**src/rtl/mem_stage_pkg.sv**
```systemverilog
// Shared types and defaults for the memory pipeline stage and its window RAM.
package mem_stage_pkg;

   typedef enum logic [2:0] {
      ST_IDLE,
      ST_WB_REQ,
      ST_WB_XFER,
      ST_FILL_REQ,
      ST_FILL_XFER
   } mem_state_t;

   localparam int NCH_DEF      = 3;
   localparam int DW_DEF       = 16;
   localparam int TW_DEF       = 5;
   localparam int AW_DEF       = 25;
   localparam int WIN_LOG2_DEF = 8;
   localparam int WIN          = 1 << WIN_LOG2_DEF;

   function automatic int win_bytes(input int log2);
      return 1 << log2;
   endfunction

endpackage

```
**src/rtl/mem_stage_win_if.sv**
```systemverilog
// Transfer port between the memory stage (master) and the SDRAM controller (slave).
interface mem_stage_win_if #(
   parameter int AW = 25
);
   logic          sd_req;
   logic          sd_wr;
   logic [AW-1:0] sd_start_addr;
   logic [AW-1:0] sd_length;
   logic          sd_busy;
   logic          sd_rd_valid;
   logic [7:0]    sd_rd_data;
   logic          sd_wr_ready;
   logic [7:0]    sd_wr_data;
   logic          sd_done;

   modport master (
      output sd_req, sd_wr, sd_start_addr, sd_length, sd_wr_data,
      input  sd_busy, sd_rd_valid, sd_rd_data, sd_wr_ready, sd_done
   );

   modport slave (
      input  sd_req, sd_wr, sd_start_addr, sd_length, sd_wr_data,
      output sd_busy, sd_rd_valid, sd_rd_data, sd_wr_ready, sd_done
   );
endinterface

```
**src/rtl/mem_stage_win_dmem.sv**
```systemverilog
// Single-port byte RAM holding the cached window; synchronous write, combinational read.
module dmem_window #(
   parameter int AWIN = 8
) (
   input  logic            i_clk,
   input  logic            i_we,
   input  logic [AWIN-1:0] i_addr,
   input  logic [7:0]      i_wdata,
   output logic [7:0]      o_rdata
);

   logic [7:0] r_mem [0:(1<<AWIN)-1];

   always_ff @(posedge i_clk) begin
      if (i_we) r_mem[i_addr] <= i_wdata;
   end

   assign o_rdata = r_mem[i_addr];

endmodule

```
**src/rtl/mem_stage_win.sv**
```systemverilog
// Memory pipeline stage: registers pass-through channels and serves byte loads/stores
// from a local window RAM, swapping the window with SDRAM on a miss.
module mem_stage_win
   import mem_stage_pkg::*;
#(
   parameter int NCH      = NCH_DEF,
   parameter int DW       = DW_DEF,
   parameter int TW       = TW_DEF,
   parameter int AW       = AW_DEF,
   parameter int WIN_LOG2 = WIN_LOG2_DEF
) (
   input  logic              ref_clk,
   input  logic              rst,
   input  logic [NCH*DW-1:0] pt_data_in,
   input  logic [NCH*TW-1:0] pt_tag_in,
   output logic [NCH*DW-1:0] pt_data_out,
   output logic [NCH*TW-1:0] pt_tag_out,
   input  logic              ls_valid,
   input  logic              ls_R_nW,
   input  logic [AW-1:0]     ls_addr,
   input  logic [7:0]        ls_data,
   input  logic [TW-1:0]     ls_tag,
   output logic [TW-1:0]     ls_tag_out,
   output logic [7:0]        wb_data,
   output logic              stall,
   mem_stage_win_if.master   sdif
);

   localparam int WIN_M = win_bytes(WIN_LOG2);
   localparam int CW    = WIN_LOG2 + 1;
   localparam int BW    = AW - WIN_LOG2;

   mem_state_t r_state, w_state_nxt;
   logic [CW-1:0]       r_cnt;
   logic                r_win_valid, r_win_dirty;
   logic [BW-1:0]       r_win_base;
   logic [NCH*DW-1:0]   r_pt_data_p1;
   logic [NCH*TW-1:0]   r_pt_tag_p1;
   logic [7:0]          r_wb_data_p1;
   logic [TW-1:0]       r_ls_tag_p1;

   logic                w_hit, w_stall, w_cnt_full, w_store_hit, w_fill_we, w_ram_we, w_xfer_end;
   logic [WIN_LOG2-1:0] w_offset, w_ram_addr;
   logic [7:0]          w_ram_wdata, w_rdata;

   assign w_offset    = ls_addr[WIN_LOG2-1:0];
   assign w_hit       = r_win_valid && (ls_addr[AW-1:WIN_LOG2] == r_win_base);
   assign w_cnt_full  = (r_cnt == CW'(WIN_M));
   assign w_xfer_end  = sdif.sd_done && w_cnt_full;
   assign w_store_hit = (r_state == ST_IDLE) && ls_valid && w_hit && !ls_R_nW;
   assign w_fill_we   = (r_state == ST_FILL_XFER) && sdif.sd_rd_valid && !w_cnt_full;
   assign w_ram_we    = !rst && (w_store_hit || w_fill_we);
   // The single RAM port follows the access offset in IDLE and the transfer count otherwise.
   assign w_ram_addr  = (r_state == ST_IDLE) ? w_offset : r_cnt[WIN_LOG2-1:0];
   assign w_ram_wdata = (r_state == ST_IDLE) ? ls_data : sdif.sd_rd_data;

   dmem_window #(.AWIN(WIN_LOG2)) u_dmem (
      .i_clk   (ref_clk),
      .i_we    (w_ram_we),
      .i_addr  (w_ram_addr),
      .i_wdata (w_ram_wdata),
      .o_rdata (w_rdata)
   );

   // State register plus counter and window status
   always_ff @(posedge ref_clk) begin
      if (rst) begin
         r_state     <= ST_IDLE;
         r_cnt       <= '0;
         r_win_valid <= 1'b0;
         r_win_dirty <= 1'b0;
      end else begin
         r_state <= w_state_nxt;
         case (r_state)
            ST_IDLE: begin
               if (w_store_hit) r_win_dirty <= 1'b1;
            end
            ST_WB_REQ: begin
               if (!sdif.sd_busy) r_cnt <= '0;
            end
            ST_WB_XFER: begin
               if (sdif.sd_wr_ready && !w_cnt_full) r_cnt <= r_cnt + CW'(1);
               if (w_xfer_end) r_win_dirty <= 1'b0;
            end
            ST_FILL_REQ: begin
               if (!sdif.sd_busy) begin
                  r_cnt       <= '0;
                  r_win_valid <= 1'b0;
               end
            end
            ST_FILL_XFER: begin
               if (w_fill_we) r_cnt <= r_cnt + CW'(1);
               if (w_xfer_end) r_win_valid <= 1'b1;
            end
            default: ;
         endcase
      end
   end

   always_ff @(posedge ref_clk) begin
      if (r_state == ST_FILL_XFER && w_xfer_end) r_win_base <= ls_addr[AW-1:WIN_LOG2];
   end

   // Next-state logic
   always_comb begin
      w_state_nxt = r_state;
      case (r_state)
         ST_IDLE:      if (ls_valid && !w_hit) w_state_nxt = r_win_dirty ? ST_WB_REQ : ST_FILL_REQ;
         ST_WB_REQ:    if (!sdif.sd_busy) w_state_nxt = ST_WB_XFER;
         ST_WB_XFER:   if (w_xfer_end) w_state_nxt = ST_FILL_REQ;
         ST_FILL_REQ:  if (!sdif.sd_busy) w_state_nxt = ST_FILL_XFER;
         ST_FILL_XFER: if (w_xfer_end) w_state_nxt = ST_IDLE;
         default:      w_state_nxt = ST_IDLE;
      endcase
   end

   // Transfer-port and stall outputs
   always_comb begin
      w_stall            = (r_state != ST_IDLE) || (ls_valid && !w_hit);
      sdif.sd_req        = 1'b0;
      sdif.sd_wr         = 1'b0;
      sdif.sd_start_addr = '0;
      sdif.sd_wr_data    = '0;
      case (r_state)
         ST_WB_REQ: begin
            sdif.sd_req        = !sdif.sd_busy;
            sdif.sd_wr         = 1'b1;
            sdif.sd_start_addr = {r_win_base, {WIN_LOG2{1'b0}}};
         end
         ST_WB_XFER: begin
            sdif.sd_wr      = 1'b1;
            sdif.sd_wr_data = w_rdata;
         end
         ST_FILL_REQ: begin
            sdif.sd_req        = !sdif.sd_busy;
            sdif.sd_start_addr = {ls_addr[AW-1:WIN_LOG2], {WIN_LOG2{1'b0}}};
         end
         default: ;
      endcase
   end

   assign sdif.sd_length = AW'(WIN_M);
   assign stall          = w_stall;

   // Stage boundary: MEM -> WB registers, bubbles while stalled
   always_ff @(posedge ref_clk) begin
      if (rst || w_stall) begin
         r_pt_data_p1 <= '0;
         r_pt_tag_p1  <= '0;
         r_wb_data_p1 <= '0;
         r_ls_tag_p1  <= '0;
      end else begin
         r_pt_data_p1 <= pt_data_in;
         r_pt_tag_p1  <= pt_tag_in;
         if (ls_valid && ls_R_nW) begin
            r_wb_data_p1 <= w_rdata;
            r_ls_tag_p1  <= ls_tag;
         end else begin
            r_wb_data_p1 <= '0;
            r_ls_tag_p1  <= '0;
         end
      end
   end

   assign pt_data_out = r_pt_data_p1;
   assign pt_tag_out  = r_pt_tag_p1;
   assign wb_data     = r_wb_data_p1;
   assign ls_tag_out  = r_ls_tag_p1;

endmodule

```
**src/flat_wrapper.sv**
```systemverilog
// flat-port wrapper written by rule: the top's interface ports become plain ports
module mem_stage_win_flat import mem_stage_pkg::*;
#(
   parameter int NCH      = NCH_DEF,
   parameter int DW       = DW_DEF,
   parameter int TW       = TW_DEF,
   parameter int AW       = AW_DEF,
   parameter int WIN_LOG2 = WIN_LOG2_DEF
)
  (ref_clk, rst, pt_data_in, pt_tag_in, pt_data_out, pt_tag_out, ls_valid, ls_R_nW, ls_addr, ls_data, ls_tag, ls_tag_out, wb_data, stall, sdif_sd_req, sdif_sd_wr, sdif_sd_start_addr, sdif_sd_length, sdif_sd_wr_data, sdif_sd_busy, sdif_sd_rd_valid, sdif_sd_rd_data, sdif_sd_wr_ready, sdif_sd_done);
  mem_stage_win_if #(.AW(AW)) sdif_i ();
  input  logic ref_clk;
  input  logic rst;
  input  logic [NCH*DW-1:0] pt_data_in;
  input  logic [NCH*TW-1:0] pt_tag_in;
  output logic [NCH*DW-1:0] pt_data_out;
  output logic [NCH*TW-1:0] pt_tag_out;
  input  logic ls_valid;
  input  logic ls_R_nW;
  input  logic [AW-1:0] ls_addr;
  input  logic [7:0] ls_data;
  input  logic [TW-1:0] ls_tag;
  output logic [TW-1:0] ls_tag_out;
  output logic [7:0] wb_data;
  output logic stall;
  output wire logic [$bits(sdif_i.sd_req)-1:0] sdif_sd_req;
  output wire logic [$bits(sdif_i.sd_wr)-1:0] sdif_sd_wr;
  output wire logic [$bits(sdif_i.sd_start_addr)-1:0] sdif_sd_start_addr;
  output wire logic [$bits(sdif_i.sd_length)-1:0] sdif_sd_length;
  output wire logic [$bits(sdif_i.sd_wr_data)-1:0] sdif_sd_wr_data;
  input wire logic [$bits(sdif_i.sd_busy)-1:0] sdif_sd_busy;
  input wire logic [$bits(sdif_i.sd_rd_valid)-1:0] sdif_sd_rd_valid;
  input wire logic [$bits(sdif_i.sd_rd_data)-1:0] sdif_sd_rd_data;
  input wire logic [$bits(sdif_i.sd_wr_ready)-1:0] sdif_sd_wr_ready;
  input wire logic [$bits(sdif_i.sd_done)-1:0] sdif_sd_done;
  assign sdif_sd_req = sdif_i.sd_req;
  assign sdif_sd_wr = sdif_i.sd_wr;
  assign sdif_sd_start_addr = sdif_i.sd_start_addr;
  assign sdif_sd_length = sdif_i.sd_length;
  assign sdif_sd_wr_data = sdif_i.sd_wr_data;
  assign sdif_i.sd_busy = sdif_sd_busy;
  assign sdif_i.sd_rd_valid = sdif_sd_rd_valid;
  assign sdif_i.sd_rd_data = sdif_sd_rd_data;
  assign sdif_i.sd_wr_ready = sdif_sd_wr_ready;
  assign sdif_i.sd_done = sdif_sd_done;
  mem_stage_win #(.NCH(NCH), .DW(DW), .TW(TW), .AW(AW), .WIN_LOG2(WIN_LOG2)) u_core (.ref_clk(ref_clk), .rst(rst), .pt_data_in(pt_data_in), .pt_tag_in(pt_tag_in), .pt_data_out(pt_data_out), .pt_tag_out(pt_tag_out), .ls_valid(ls_valid), .ls_R_nW(ls_R_nW), .ls_addr(ls_addr), .ls_data(ls_data), .ls_tag(ls_tag), .ls_tag_out(ls_tag_out), .wb_data(wb_data), .stall(stall), .sdif(sdif_i));
endmodule
```
**config.mk**
```make
export PLATFORM = sky130hd
export DESIGN_NAME = mem_stage_win_flat
export DESIGN_NICKNAME = d
export VERILOG_FILES = /design/src/rtl/mem_stage_pkg.sv /design/src/rtl/mem_stage_win_if.sv /design/src/rtl/mem_stage_win_dmem.sv /design/src/rtl/mem_stage_win.sv /design/src/flat_wrapper.sv
export SDC_FILE = /design/constraint.sdc
export NUM_CORES = 2
export LEC_CHECK = 0
export ABC_AREA = 1
export BUFFER_PORTS_ARGS = -buffer_cell sky130_fd_sc_hd__buf_2
export CAP_MARGIN = 20
export CORE_MARGIN = 4
export CORE_UTILIZATION = 50
export DETAILED_ROUTE_END_ITERATION = 10
export HOLD_SLACK_MARGIN = 0.12
export PLACE_DENSITY_LB_ADDON = 0.08
export SLEW_MARGIN = 20
export SYNTH_ARGS = -nofsm -noshare
export SYNTH_HDL_FRONTEND = slang
export SYNTH_SLANG_ARGS = --single-unit
```
**constraint.sdc**
```tcl
create_clock -name ref_clk -period 5.9 [get_ports ref_clk]
set_input_delay 0.885 -clock ref_clk [delete_from_list [all_inputs] [get_ports ref_clk]]
set_output_delay 0.885 -clock ref_clk [all_outputs]
set_load 0.01 [all_outputs]
```
# Word-level counts from Yosys, hierarchy flattened

Memory sizes are Yosys's and may differ from the RTL's.
Index checks and enable logic that the tools add are counted.

Input bits: 117
Memories: 1
Bits in registers: 107
RAM bits: 2048
Output and inout bits: 137
Logic and storage cells: 84

Add/subtract/negate cells: 1
Reductions and logical operators: 32
Mux-type cells: 25
Bitwise logic cells: 1
Equal/unequal tests: 15

Memory list:

| name                | words | width | read ports | clocked after memory_dff | write ports | line                     | RTL |
|---|---|---|---|---|---|---|---|
| u_core.u_dmem.r_mem | 256   | 8     | 1          | 0                        | 1           | mem_stage_win_dmem.sv:12 | `logic [7:0] r_mem [0:(1<<AWIN)-1];` |

Operators by type and width:

| kind                                                                     | number |
|---|---|
| 25-bit case mux with 2 select lines                                      | 1 |
| 9-bit two-way mux                                                        | 3 |
| 9-bit case mux with 3 select lines                                       | 1 |
| 8-bit two-way mux                                                        | 3 |
| 17-bit == test                                                           | 1 |
| 3-bit two-way mux                                                        | 5 |
| 3-bit case mux with 5 select lines                                       | 1 |
| 1-bit logical AND                                                        | 12 |
| 2-bit by 1-bit inequality test with 1-bit output (second input constant) | 5 |
| 9-bit by 1-bit adder with 9-bit output (second input constant)           | 1 |
| 9-bit == test (second input constant)                                    | 1 |
| 1-bit two-way mux                                                        | 8 |
| 2-bit inequality test (second input constant)                            | 4 |
| 3-bit by 2-bit == test with 1-bit output (second input constant)         | 2 |
| 3-bit AND reduction                                                      | 2 |
| 3-bit nonzero test                                                       | 2 |
| 2-bit OR reduction                                                       | 3 |
| 1-bit zero test                                                          | 5 |
| 5-bit AND reduction                                                      | 1 |
| 1-bit case mux with 2 select lines                                       | 2 |
| 4-bit AND reduction                                                      | 1 |
| 2-bit nonzero test                                                       | 2 |
| 3-bit by 1-bit == test with 1-bit output (second input constant)         | 1 |
| 3-bit == test (second input constant)                                    | 1 |
| other kinds (4)                                                          | 6 |

# Logic depth before layout (Yosys ltp)

Word-level depth: 8
Mapped depth: 21
Mapped depth without buffers: 18

# Cells and area by module

Synthesis repeated with hierarchy kept, for this count alone.

Cells, all modules: 8607
Area, all modules: 89206.8 um2

Modules (own cells, without submodules):

| module        | times used | cells each | sequential area each (um2) | area an instance (um2) |
|---|---|---|---|---|
| dmem_window   | 1          | 8013       | 61499.0                    | 84696.2 |
| mem_stage_win | 1          | 594        | 2312.2                     | 4510.6 |

# Worst setup path before layout

Ideal clock, no wire load.

Kind: register to register
Start point: register u_core.r_state[2]
End point: memory u_core.u_dmem.r_mem[0][0], data pin
Stages on the path, launching flop included: 8
Setup slack: 0.893 ns
Arrival time: 4.183 ns
Clock period less this slack: 5.007 ns
Setup time: 0.824 ns
Required time: 5.076 ns
Path buffers: 2
Path through: dfxtp_1 nor2_4 nand2_4 buf_2 buf_2 clkinv_1 nand2_1 nand2_1

Cells in the longest elaborated chain, start to end: 2

RTL lines:

| what                               | line                     | RTL |
|---|---|---|
| start: declaration                 | mem_stage_win.sv:33      | `mem_state_t r_state, w_state_nxt;` |
| start signal: assignment           | mem_stage_win.sv:73      | `r_state <= w_state_nxt;` |
| 3-bit zero test                    | mem_stage_win.sv:55      | `assign w_ram_wdata = (r_state == ST_IDLE) ? ls_data : sdif.sd_rd_data;` |
| 8-bit two-way mux                  | mem_stage_win.sv:55      |  |
| named net u_core.u_dmem.i_wdata[0] | mem_stage_win_dmem.sv:8  | `input logic [7:0] i_wdata,` |
| end: declaration                   | mem_stage_win_dmem.sv:12 |  |

The timed path passes the listed nets, and every way through them passes these cells.

# Worst setup path in the final report

Start point: register u_core.r_state[1]
End point: output port sdif_sd_wr_data[7]

Cells in the longest elaborated chain, start to end: 4
Elaborated cells on any way between the ends: 5
Those cells by class: 1 x eq/ne; 2 x mux; 1 x reduce/logical; 1 x memory

RTL lines:

| what                    | line                 | RTL |
|---|---|---|
| 3-bit zero test         | mem_stage_win.sv:54  | `assign w_ram_addr = (r_state == ST_IDLE) ? w_offset : r_cnt[WIN_LOG2-1:0];` |
| 8-bit two-way mux       | mem_stage_win.sv:54  |  |
| memory read 256 x 8 bit | --                   |  |
| 8-bit two-way mux *     | mem_stage_win.sv:124 | `case (r_state)` |
| end: declaration        | flat_wrapper.sv:30   | `output wire logic [$bits(sdif_i.sd_wr_data)-1:0] sdif_sd_wr_data;` |

Every way passes the cells marked *; elsewhere a longest branch is shown, timed or not.

==> impl_metrics.py <==
metrics = {
    "yosys": {
        "yosys_warnings": 0,
        "synth_seq_cells": 2155,
        "synth-async-reset-ratio": 0,
        "synth_area_leaders": "edfxtp_1 68%, nand2_1 22%, nor2_1 2.9%",
        "synthFlopType": "edfxtp_1",
        "yosysTopAreaCell": "edfxtp_1",
        "synth_edf_count": 2065,
        "synth.top_cell.area_share": 0.679,
        "seq_area_frac_synth": 0.699,
        "synth_area_um2": 91300,
        "synth_cell_types": 35,
        "postSynthAreaPerCell_um2": 9.96,
        "syn_inst": 9170,
    },
    "cts": {
        "clk_pin_slew_ns": 0.06,
        "cts-root-buf": "clkbuf_16",
        "h-tree-depth": 4,
        "insertion_delay_ns": 0.87,
        "clock-sinks": 2155,
        "numCtsBuffers": 222,
        "cts_tree": "done",
        "clockBufferDepth": 3,
    },
    "worst_hold_path": {
        "worstHoldPathCells": 3,
        "hold_start": "ls_tag[2]",
        "min_to": "u_core.ls_tag_out[2]",
        "worst_hold_path_type": "in2reg",
    },
    "timing": {
        "drv_slew": 0,
        "final_hold_viol_count": 0,
        "hold_ws_ns": 0.244,
        "slew_headroom": 0.224,
        "fmax_mhz": 173,
        "finClkSkew_ns": 0.0275,
        "min_period_ns": 5.78,
        "min_period_over_period": 0.980,
        "worst_pin_slew_ns": 1.16,
        "setup_viol": 0,
    },
    "place": {
        "placedCellCount": 11428,
        "dpl_cell_area_um2": 95000,
        "portBuffers": 220,
        "dp_hpwl_mm": 152,
        "place.gp.congestion": 0.877,
    },
    "pwr": {
        "leakage_nw": 42.5,
        "ir_drop_mv": 0.624,
        "power_mw": 53.3,
        "p_per_area_nw_per_um2": 520,
    },
    "layout": {
        "ff_latch_area_um2": 63800,
        "area_growth_pct": 12.1,
        "drive_above_1_share": 0.0797,
        "instances_no_fill": 11865,
        "nets": 9422,
        "nFillCells": 15557,
        "multi_input_area_um2": 25000,
        "design_area_um2": 102000,
    },
    "route": {
        "ant_nets": 0,
        "vias_per_cell": 5.39,
        "wl_per_cell_um": 22.3,
        "wl_mm": 265,
        "drtIter0Drc": 7017,
        "drc": 0,
        "drtPass1Iterations": 6,
        "vias": 63961,
    },
    "worst_setup_path": {
        "critical_path_class": "reg2out",
        "timing.reg2reg.worst_path_depth": 10,
        "critPathMaxFanout": 27,
        "critPathLaunchType": "flop",
        "cp-end-kind": "primary output",
        "timing.rr.start": "u_core.r_state[1]",
        "cp_data_required_time_ns": 5.02,
        "reg2reg_slack_ns": 1.40,
        "rr_endpoint": "u_core.u_dmem.r_mem[121][0]",
        "cp.arrival_ns": 4.90,
    },
    "global_routing": {
        "grt_overflow_total": 0,
        "grt_start_max_net_pins": 165,
        "grt_pass1_wl_mm": 391,
        "grtUsageTotal": 0.272,
        "grt_pass1_vias": 60488,
        "antenna_found_initial": 7,
    },
    "die": {
        "coreArea_um2": 181000,
        "die_y_um": 435,
        "die_x_um": 435,
        "num_rows": 156,
        "start_util": 0.504,
        "ios": 254,
        "fp.dieArea_um2": 190000,
    },
    "run": {
        "maxCapViolations": 0,
    },
    "outcome": {
        "status": "complete, no violations",
    },
}
-- where the power goes --
group	total, mW	internal (mW)	switching (mW)	leakage (nW)
registers	19.0	19.0	0.0274	19.4
logic	20.6	4.76	15.8	19.8
clock network	13.7	7.88	5.78	3.39
-- final cells by class --
cell class,count,share of cell area
Multi-Input combinational cell,6404,0.244
Tap cell,2370,0.0290
Inverter,123,0.00480
Clock buffer,294,0.0587
Timing Repair Buffer,396,0.0302
Antenna cell,4,0.0000978
Sequential cell,2155,0.623
Timing Repair inverter,1,0.000110
Clock inverter,118,0.00974
-- cell families (layout without fill, tap and decap cells) --
family,count (synthesis),in the layout,synth area share
other,2,37,0.0000822
AND/OR/NAND/NOR,6318,6321,0.265
XOR/XNOR,8,8,0.000767
AO/OA/AOI/OAI,40,40,0.00264
buffers and inverters,645,932,0.0327
adder cells (fa/ha/maj),2,2,0.000274
flip-flops,2155,2155,0.699
-- sequential cells by signal, summed over array words and instances, names as in the netlist --
signal,flops
u_core.u_dmem.r_mem,2048
u_core.pt_data_out,48
u_core.r_win_base,17
u_core.pt_tag_out,15
u_core.r_cnt,9
u_core.wb_data,8
u_core.ls_tag_out,5
u_core.r_state,3
u_core.r_win_dirty,1
u_core.r_win_valid,1
-- cells in the mapped netlist (7+ instances only) --
master and n:
dfxtp_1 90, nand4_1 20, nand2_1 5281, o22ai_1 10, a21oi_1 9, edfxtp_1 2065
clkbuf_1 147, buf_4 48, buf_1 31, inv_1 114, nand3_1 292, buf_2 293
o21ai_0 9, nor2_1 703, inv_2 7, nor3_1 9
-- per-layer routing --
layer  GRT usage  wire length, µm
met1       0.393           113000
met2       0.429           121000
met3      0.0436            23800
met4      0.0822             7860
met5           0               44
-- per-stage QoR --
stage	TNS, ns	utilization	worst slack, ns
floorplan	0	-	0.893
global placement	0	0.524	0.0862
detailed placement	0	0.524	0.0615
CTS	0	0.564	0.0214
global route	-0.0198	0.565	-0.00807
finish	0	0.565	0.119
-- critical path, cell delays in order, from the launching register on --
cell,delay (ns)
dfxtp_1,0.44
clkinvlp_4,0.24
nand2_8,0.24
o21ai_2,0.16
inv_2,0.32
nor2_4,0.12
buf_12,0.16
buf_12,0.15
buf_12,0.17
nand2_1,0.08
nand2_1,0.05
nor2_1,0.46
nor2_1,0.14
nor2_1,0.50
nand2_1,0.11
nand2_1,0.08
nand2_1,0.07
nor2_2,0.27
nor2_1,0.06
buf_2,0.17
-- worst max path at each step --
stage	from	end	slack, ns	depth (start not counted)
detailed placement	u_core.r_state[1]	sdif_sd_wr_data[3]	0.06	19
global placement	u_core.r_state[1]	sdif_sd_wr_data[3]	0.09	19
floorplan	u_core.r_state[2]	u_core.u_dmem.r_mem[0][0]	0.89	7
global route	u_core.r_state[1]	sdif_sd_wr_data[2]	-0.008	20
finish	u_core.r_state[1]	sdif_sd_wr_data[7]	0.12	19
CTS	u_core.r_state[2]	sdif_sd_wr_data[7]	0.02	21
-- cells in the final DEF (no fill, tap or decap), drive strengths merged, types with 20 or more instances in the layout --
master  netlist  layout
buf         375     396
nor2        710     712
dfxtp        90      90
edfxtp     2065    2065
clkinv        2      93
nand3       292     292
inv         121     125
conb          2      33
clkbuf      147     294
nand2      5284    5285
nand4        20      20
-- what timing repair did --
action	CTS	global route
endpoints found under the setup margin	8	8
resized for setup	20	15
pin swaps	1	11
endpoints found under the hold margin	0	0
hold buffers	0	0
setup buffers	2	15
gates cloned	1	3
Note: power is estimated with default switching activity, not from simulation.
